===== config.mk =====
export PLATFORM = sky130hd
export DESIGN_NAME = spi_pwm7_driver_flat
export DESIGN_NICKNAME = d
export VERILOG_FILES = /design/src/rtl/spi_pwm7_driver_if.sv /design/src/rtl/spi_pwm7_driver.sv /design/src/flat_wrapper.sv
export SDC_FILE = /design/constraint.sdc
export NUM_CORES = 1
export LEC_CHECK = 0
export ABC_AREA = 0
export BUFFER_PORTS_ARGS = -buffer_cell sky130_fd_sc_hd__buf_2
export CORE_ASPECT_RATIO = 0.8
export CORE_MARGIN = 4
export CORE_UTILIZATION = 45
export DETAILED_ROUTE_END_ITERATION = 7
export SLEW_MARGIN = 25
export SYNTH_ARGS = -nofsm -noshare
export SYNTH_HDL_FRONTEND = slang
export SYNTH_SLANG_ARGS = --single-unit

===== constraint.sdc =====
create_clock -name bus_io_in -period 2.46 [get_ports bus_io_in]
set_input_delay 0.246 -clock bus_io_in [delete_from_list [all_inputs] [get_ports bus_io_in]]
set_output_delay 0.246 -clock bus_io_in [all_outputs]
set_load 0.01 [all_outputs]

===== src/rtl/spi_pwm7_driver_if.sv =====
`default_nettype none
// ============================================================================
// Module      : spi_pwm7_driver_if
// Description : 8-in/8-out tile pin bundle for the SPI-configured PWM driver.
// Revision    : 1.0 - initial release
// ============================================================================
interface spi_pwm7_driver_if;
    logic [7:0] io_in;
    logic [7:0] io_out;

    modport master (output io_in, input io_out);
    modport slave  (input io_in, output io_out);
endinterface
`default_nettype wire


===== src/rtl/spi_pwm7_driver.sv =====
`default_nettype none
// ============================================================================
// Module      : spi_pwm7_driver
// Description : Seven-channel 8-bit PWM with duty bytes written/read over SPI mode 0.
// Revision    : 1.0 - initial release
// ============================================================================
module spi_pwm7_driver (
    spi_pwm7_driver_if.slave bus
);
    localparam int         NUM_CH  = 7;
    localparam logic [7:0] PWM_MAX = 8'd254;

    typedef enum logic [1:0] {
        ST_IDLE  = 2'd0,
        ST_SHIFT = 2'd1,
        ST_HOLD  = 2'd2
    } state_t;

    logic clk;
    logic rst_n;
    logic unused_io;

    assign clk       = bus.io_in[0];
    assign rst_n     = bus.io_in[1];
    assign unused_io = ^bus.io_in[7:5];

    // ------------------------------------------------------------------
    // Synchronisers; sclk keeps a third stage for edge detection
    // ------------------------------------------------------------------
    logic [2:0] sclk_sync_q;
    logic [1:0] cs_sync_q;
    logic [1:0] mosi_sync_q;

    always_ff @(posedge clk or negedge rst_n) begin
        if (!rst_n) begin
            sclk_sync_q <= 3'b000;
            cs_sync_q   <= 2'b11;
            mosi_sync_q <= 2'b00;
        end else begin
            sclk_sync_q <= {sclk_sync_q[1:0], bus.io_in[2]};
            cs_sync_q   <= {cs_sync_q[0], bus.io_in[3]};
            mosi_sync_q <= {mosi_sync_q[0], bus.io_in[4]};
        end
    end

    logic sclk_rise;
    logic sclk_fall;
    logic cs_n;
    logic mosi_s;

    assign sclk_rise = sclk_sync_q[1] & ~sclk_sync_q[2];
    assign sclk_fall = ~sclk_sync_q[1] & sclk_sync_q[2];
    assign cs_n      = cs_sync_q[1];
    assign mosi_s    = mosi_sync_q[1];

    // ------------------------------------------------------------------
    // SPI frame decoder
    // ------------------------------------------------------------------
    state_t      state_q, state_d;
    logic [4:0]  bitcnt_q, bitcnt_d;
    logic [14:0] shift_q, shift_d;
    logic        rd_en_q, rd_en_d;
    logic [7:0]  miso_sr_q, miso_sr_d;
    logic [7:0]  shadow_q [NUM_CH];

    logic [6:0]  rd_addr;
    logic [7:0]  rd_byte;
    logic        wr_en;
    logic [2:0]  wr_addr;
    logic [7:0]  wr_data;

    assign rd_addr = {shift_q[5:0], mosi_s};

    always_comb begin
        rd_byte = 8'h00;
        if (rd_addr < 7'd7) begin
            rd_byte = shadow_q[rd_addr[2:0]];
        end
    end

    always_comb begin
        state_d   = state_q;
        bitcnt_d  = bitcnt_q;
        shift_d   = shift_q;
        rd_en_d   = rd_en_q;
        miso_sr_d = miso_sr_q;
        wr_en     = 1'b0;
        wr_addr   = shift_q[9:7];
        wr_data   = {shift_q[6:0], mosi_s};

        case (state_q)
            ST_IDLE: begin
                rd_en_d = 1'b0;
                if (!cs_n) begin
                    state_d  = ST_SHIFT;
                    bitcnt_d = 5'd0;
                end
            end
            ST_SHIFT: begin
                if (cs_n) begin
                    state_d = ST_IDLE;
                    rd_en_d = 1'b0;
                end else if (sclk_rise) begin
                    shift_d  = {shift_q[13:0], mosi_s};
                    bitcnt_d = bitcnt_q + 5'd1;
                    if (bitcnt_q == 5'd7 && !shift_q[6]) begin
                        rd_en_d   = 1'b1;
                        miso_sr_d = rd_byte;
                    end
                    if (bitcnt_q == 5'd15) begin
                        state_d = ST_HOLD;
                        wr_en   = shift_q[14] && (shift_q[13:7] < 7'd7);
                    end
                // The falling edge right after the load belongs to bit7, so
                // shifting only starts once the 9th rising edge has passed.
                end else if (sclk_fall && rd_en_q && bitcnt_q >= 5'd9) begin
                    miso_sr_d = {miso_sr_q[6:0], 1'b0};
                end
            end
            ST_HOLD: begin
                if (cs_n) begin
                    state_d = ST_IDLE;
                    rd_en_d = 1'b0;
                end else if (sclk_fall && rd_en_q) begin
                    miso_sr_d = {miso_sr_q[6:0], 1'b0};
                end
            end
            default: begin
                state_d = ST_IDLE;
                rd_en_d = 1'b0;
            end
        endcase
    end

    always_ff @(posedge clk or negedge rst_n) begin
        if (!rst_n) begin
            state_q   <= ST_IDLE;
            bitcnt_q  <= 5'd0;
            shift_q   <= 15'd0;
            rd_en_q   <= 1'b0;
            miso_sr_q <= 8'h00;
        end else begin
            state_q   <= state_d;
            bitcnt_q  <= bitcnt_d;
            shift_q   <= shift_d;
            rd_en_q   <= rd_en_d;
            miso_sr_q <= miso_sr_d;
        end
    end

    always_ff @(posedge clk or negedge rst_n) begin
        if (!rst_n) begin
            for (int i = 0; i < NUM_CH; i++) shadow_q[i] <= 8'h00;
        end else if (wr_en) begin
            shadow_q[wr_addr] <= wr_data;
        end
    end

    // ------------------------------------------------------------------
    // PWM core; active duties reload only on counter wrap
    // ------------------------------------------------------------------
    logic [7:0]        cnt_q;
    logic [7:0]        duty_q [NUM_CH];
    logic [NUM_CH-1:0] pwm_q;

    always_ff @(posedge clk or negedge rst_n) begin
        if (!rst_n) begin
            cnt_q <= 8'd0;
            pwm_q <= '0;
            for (int i = 0; i < NUM_CH; i++) duty_q[i] <= 8'h00;
        end else begin
            cnt_q <= (cnt_q == PWM_MAX) ? 8'd0 : cnt_q + 8'd1;
            for (int i = 0; i < NUM_CH; i++) begin
                if (cnt_q == PWM_MAX) duty_q[i] <= shadow_q[i];
                pwm_q[i] <= (cnt_q < duty_q[i]);
            end
        end
    end

    assign bus.io_out[6:0] = pwm_q;
    assign bus.io_out[7]   = rd_en_q & miso_sr_q[7];

endmodule
`default_nettype wire


===== src/flat_wrapper.sv =====
// flat-port wrapper written by rule: the top's interface ports become plain ports
module spi_pwm7_driver_flat 
  (bus_io_in, bus_io_out);
  spi_pwm7_driver_if bus_i ();
  input wire logic [$bits(bus_i.io_in)-1:0] bus_io_in;
  output wire logic [$bits(bus_i.io_out)-1:0] bus_io_out;
  assign bus_i.io_in = bus_io_in;
  assign bus_io_out = bus_i.io_out;
  spi_pwm7_driver u_core (.bus(bus_i));
endmodule

-- After elaboration in Yosys (flattened, before gate mapping)
Index checks and enable logic that the tools add are counted.
- magnitude comparators: 13
- add/subtract/negate cells: 2
- reduce and logical (&&, ||, !) cells: 14
- bitwise logic cells: 8
- $mul: 0
- multiplexer cells: 34
- equal/unequal tests: 16
- shift-type cells: 0
- div/mod/pow operators: 0
- operators by type and width (operator ; count):
    $mux W8 ; 11
    $bwmux W56 ; 1
    $lt A8 B8 Y1 ; 7
    $bmux W8 S3 ; 1
    $demux W8 S3 ; 1
    $pmux W8 S2 ; 1
    $mux W5 ; 3
    $lt A7 B3 Y1 const B ; 2
    $ne A3 B1 Y1 const B ; 4
    $mux W2 ; 5
    $pmux W5 S2 ; 1
    $add A8 B1 Y8 const B ; 1
    $eq A8 B8 Y1 const B ; 1
    $ge A4 B4 Y1 const B ; 2
    $mux W1 ; 8
    $not A3 Y4 ; 2
    $reduce_and A4 Y1 ; 2
    $ne A2 B1 Y1 const B ; 3
    $ne A2 B2 Y1 const B ; 3
    $pmux W2 S3 ; 1
    $reduce_and A3 Y1 ; 2
    $reduce_and A6 Y1 ; 1
    $add A5 B1 Y5 const B ; 1
    $eq A5 B3 Y1 const B ; 1
    13 further kinds ; 22
- bits in read-only memories: 0
- flip-flop bits (word level): 165
- output and inout bits: 8
- memories: 0
- memory bits (writable): 0
- latch bits: 0

-- Depth between registers and ports, before layout
- word-level depth: 9
- gate-level depth with buffers: 10

-- Worst setup path before layout
OpenSTA, ideal clock, no wires.
- path kind: register to register
- from: register u_core.bitcnt_q[0]
- to: register u_core.shadow_q[10] (netlist name)
- setup slack: 0.241 ns
- cell stages (with the launch flop): 10
- clock period less this slack: 2.219 ns
- buffers on the path: 2
- data arrival time: 2.091 ns
- required time: 2.332 ns
- cells stage by stage: dfrtp_1 ha_1 and3_1 ha_1 and2_1 and4b_1 buf_2 and3_1 buf_6 mux2_1
- word-level cells in the longest chain between the ends: 5
- RTL lines (what ; line ; source):
    from (decl) ; spi_pwm7_driver.sv:60 ; logic [4:0] bitcnt_q, bitcnt_d;
    from (signal assigned) ; spi_pwm7_driver.sv:144 ; bitcnt_q <= bitcnt_d;
    $eq A5 B4 Y1 ; spi_pwm7_driver.sv:110 ; if (bitcnt_q == 5'd15) begin
    $mux W1 ; spi_pwm7_driver.sv:110 ;
    $mux W1 ; spi_pwm7_driver.sv:103 ; end else if (sclk_rise) begin
    $mux W1 ; spi_pwm7_driver.sv:100 ; if (cs_n) begin
    $mux W1 ; spi_pwm7_driver.sv:91 ; case (state_q)
    to (signal, indexed assignment) ; spi_pwm7_driver.sv:155 ; shadow_q[wr_addr] <= wr_data;
    to (decl) ; spi_pwm7_driver.sv:64 ; logic [7:0] shadow_q [NUM_CH];
Every way passes these cells.
A chain may end at the register's enable or synchronous reset.

-- Final worst setup path
- from: register u_core.bitcnt_q[1]
- to: register u_core.shadow_q[49] (netlist name)
The elaborated chain is that of the path after synthesis.

==> out/metrics.yaml <==
timing:
  max_slew.worst_pin.slew_ns: 0.5773
  finClkSkew_ns: 0.007157
  period_minus_slack_ns: 2.332
  rsz0062_at_grt: "false"
  holdWs_ns: -0.3960
  fmax_mhz: 428.9
  drv_slew: 0
  finalWorstSetupSlack_ns: 0.1283
  hold_viol: 168
  slew_headroom: 0.6151
  post-route-period-util: 0.9478
  finalSetupViolations: 0
  setup-tns-final_ns: 0
synth:
  syn_area_sq_um: 8148
  netlist_instances: 697
  synthMuxAreaShare: 0.1546
  synth-seq-cells: 165
  ys_async_sr_fraction: 1.000
  synth_nets: 762
  synth_area_leader_cell: "dfrtp_1"
  yosysSeqAreaShare: 0.5071
  synth_compound_area_frac: 0.1043
  yosys-top-cells-count: "dfrtp_1 (163), mux2_2 (84), nand2_1 (59)"
  avgSynthCellArea_sq_um: 11.69
  synth_simple_gate_area_frac: 0.09306
  synth.most_common_cell: "dfrtp_1"
  synth_top_family_by_area: "multiplexers"
  yosysTopAreaCellShare: 0.5006
  ys_warn_count: 0
  synth_fa_ha_area_frac: 0.08753
  synth_xor_area_frac: 0.003225
  synth_cell_types: 55
  yosys_most_used_dff: "dfrtp_1"
  synthTopCellsByArea: "dfrtp_1 (50%), mux2_2 (12%), ha_1 (8.8%)"
  synth-edff-count: 0
run:
  drv_cap: 0
place:
  dp_slack_ns: 0.07232
  dpl.cell_count: 918
  numPortBuffers: 8
  place_area_sq_um: 8483
  dp_hpwl_microns: 12470
  routabilityCongestion: 0.8517
cts:
  cts_setup_buffers: 0
  clkSlewWorstSetupHoldPaths_ns: 0.06
  cts-hold-fix-buffers: 0
  tritoncts: "done"
  cts_resized: 0
  clk_latency_ns: 0.42
critical_path:
  worst-path-max-fanout: 8
  end_kind: "flip-flop"
  critPathKind: "flip-flop to flip-flop"
  cp.arrival_ns: 2.64
  r2r_start: "u_core.bitcnt_q[1]$_DFFE_PN0P_"
  worst_setup_path_start_kind: "flip-flop"
  worst_r2r_path_depth: 7
  ff2ff_setup_slack_ns: 0.13
  r2r_end: "u_core.shadow_q[49]$_DFFE_PN0P_"
  crit_required_ns: 2.76
power:
  comb_power_share: 0
  sequentialPowerShare: 0.319
  leakage_nw: 4.709
  internal-power_mw: 5.742
  power_density_nw_per_um2: 864.0
  netSwitchingPower_mw: 2.622
  power_switching_share: 0.3135
  ir_drop_v: 0.0006061
  clkPwrFrac: 0.681
global_routing:
  overflow: 0
  first_global_vias: 6239
  track_usage: 0.2044
  grt_max_degree: 78
  grt_antenna_before_repair: 1
  grt_pass1_wl_microns: 30560
floorplan:
  io_pins: 16
  dieArea_sq_um: 20340
  rows: 43
  die_width_microns: 158.4
  fp.coreArea_sq_um: 17540
  start_util: 0.4645
  die_y_microns: 128.4
cells_and_area:
  drive_gt1_frac: 0.2576
  area_growth_pct: 18.83
  fin_area_sq_um: 9682
  antenna_cells: 0
  fin_cells: 982
  fin_nets: 794
drt:
  routed_wl_microns: 18710
  drt_pass1_iterations: 4
  drcViolationCount: 0
  vias: 5442
  avgViaCountPerCell: 5.542
  drtIter0Drc: 351
  routedWlPerCell_microns: 19.05
  final_antenna_net_count: 0
outcome:
  violations: "negative hold slack"
  status: "finished with violations"
worst_hold_path:
  hp-class: "clock port to flip-flop"
  hold_end: "u_core.cs_sync_q[0]$_DFF_PN1_"
  hp-start: "bus_io_in[3]"
  whs_path_depth: 0
==> kinds of logic after synthesis <==
kind of cell	after synthesis
buffers and inverters	95
DFF	165
and+or+nand+nor	141
adders and majority gates	57
AOI/OAI and AO/OA	133
xor gates and xnor gates	3
muxes	103
==> power by group through the flow <==
stage | Clock, mW | Sequential [mW] | Combinational, mW
global placement | 0 | 2.74 | 0.00000184
global route | 6.22 | 2.67 | 0.00000184
CTS | 5.94 | 2.67 | 0.00000184
detailed placement | 0 | 2.74 | 0.00000184
floorplan | 0 | 2.74 | 0.00000178
finish | 5.69 | 2.67 | 0.00000184
==> worst max-delay path, cell delays in order, from the launching register on <==
cell	delay (ns)
dfrtp_1	0.43
ha_1	0.23
and3_1	0.15
ha_1	0.22
and2_1	0.21
and4b_1	0.25
nand2_1	0.34
mux2_2	0.39
==> metal layers <==
layer  track usage  share of wire  vias to the layer above
met5             0              0                        -
met4        0.1299          0.019                        0
met3        0.1106          0.048                       36
met2        0.2882           0.49                      105
met1        0.2431           0.45                     2757
li1              -              -                     2544
==> per-stage QoR <==
stage | hold slack [ns] | power (mW) | utilization
after floorplan | -0.2956 | 2.739 | -
after global placement | -0.2956 | 2.739 | 0.4837
after detailed placement | -0.2956 | 2.739 | 0.4837
after CTS | -0.4168 | 8.611 | 0.5517
after global routing | -0.4280 | 8.887 | 0.5520
final | -0.3960 | 8.365 | 0.5520
==> final cells by class <==
class                   count  area, sq um
repair buffers             33        240.2
clock buffers              39        869.6
multi-input cells         437         3617
inverters                  58        217.7
flip-flops and latches    165         4131
well taps                 225        281.5
clock inverters            25        324.1
fillers                  1441         7858
==> cell usage in the layout (no fill, tap or decap), types with 7 or more instances in the layout <==
master and instances:
a211oi_1 7, a21o_1 14, a21oi_1 16, a31oi_1 7, buf_2 8, buf_4 24, clkbuf_16 34, dfrtp_1 163
ha_1 57, inv_1 58, mux2_2 84, mux2i_1 10, nand2_1 59, nand2b_1 10, nand3_1 13, nand3b_1 9
nor2_1 18, o211ai_1 9, o21ai_0 53, o31ai_1 7, or2_2 7
==> how the worst max path moves through the flow <==
stage | startpoint | endpoint | slack, ns
after floorplan | u_core.bitcnt_q[0]$_DFFE_PN0P_ | u_core.shadow_q[10]$_DFFE_PN0P_ | 0.24
after global placement | u_core.bitcnt_q[1]$_DFFE_PN0P_ | u_core.shadow_q[15]$_DFFE_PN0P_ | 0.14
after detailed placement | u_core.bitcnt_q[1]$_DFFE_PN0P_ | u_core.shadow_q[14]$_DFFE_PN0P_ | 0.07
after CTS | u_core.bitcnt_q[1]$_DFFE_PN0P_ | u_core.shadow_q[14]$_DFFE_PN0P_ | 0.02
after global routing | u_core.bitcnt_q[1]$_DFFE_PN0P_ | u_core.shadow_q[49]$_DFFE_PN0P_ | 0.00005
final | u_core.bitcnt_q[1]$_DFFE_PN0P_ | u_core.shadow_q[49]$_DFFE_PN0P_ | 0.13
==> sequential cells by signal, indices dropped and copies added, names as in the netlist <==
signal / cells
u_core.state_q: 2
u_core.cs_sync_q: 2
u_core.rd_en_q: 1
u_core.pwm_q: 7
u_core.shift_q: 15
u_core.bitcnt_q: 5
u_core.duty_q: 56
u_core.sclk_sync_q: 3
u_core.cnt_q: 8
u_core.mosi_sync_q: 2
u_core.shadow_q: 56
u_core.miso_sr_q: 8
No activity file was read; power rests on OpenSTA's default activity.
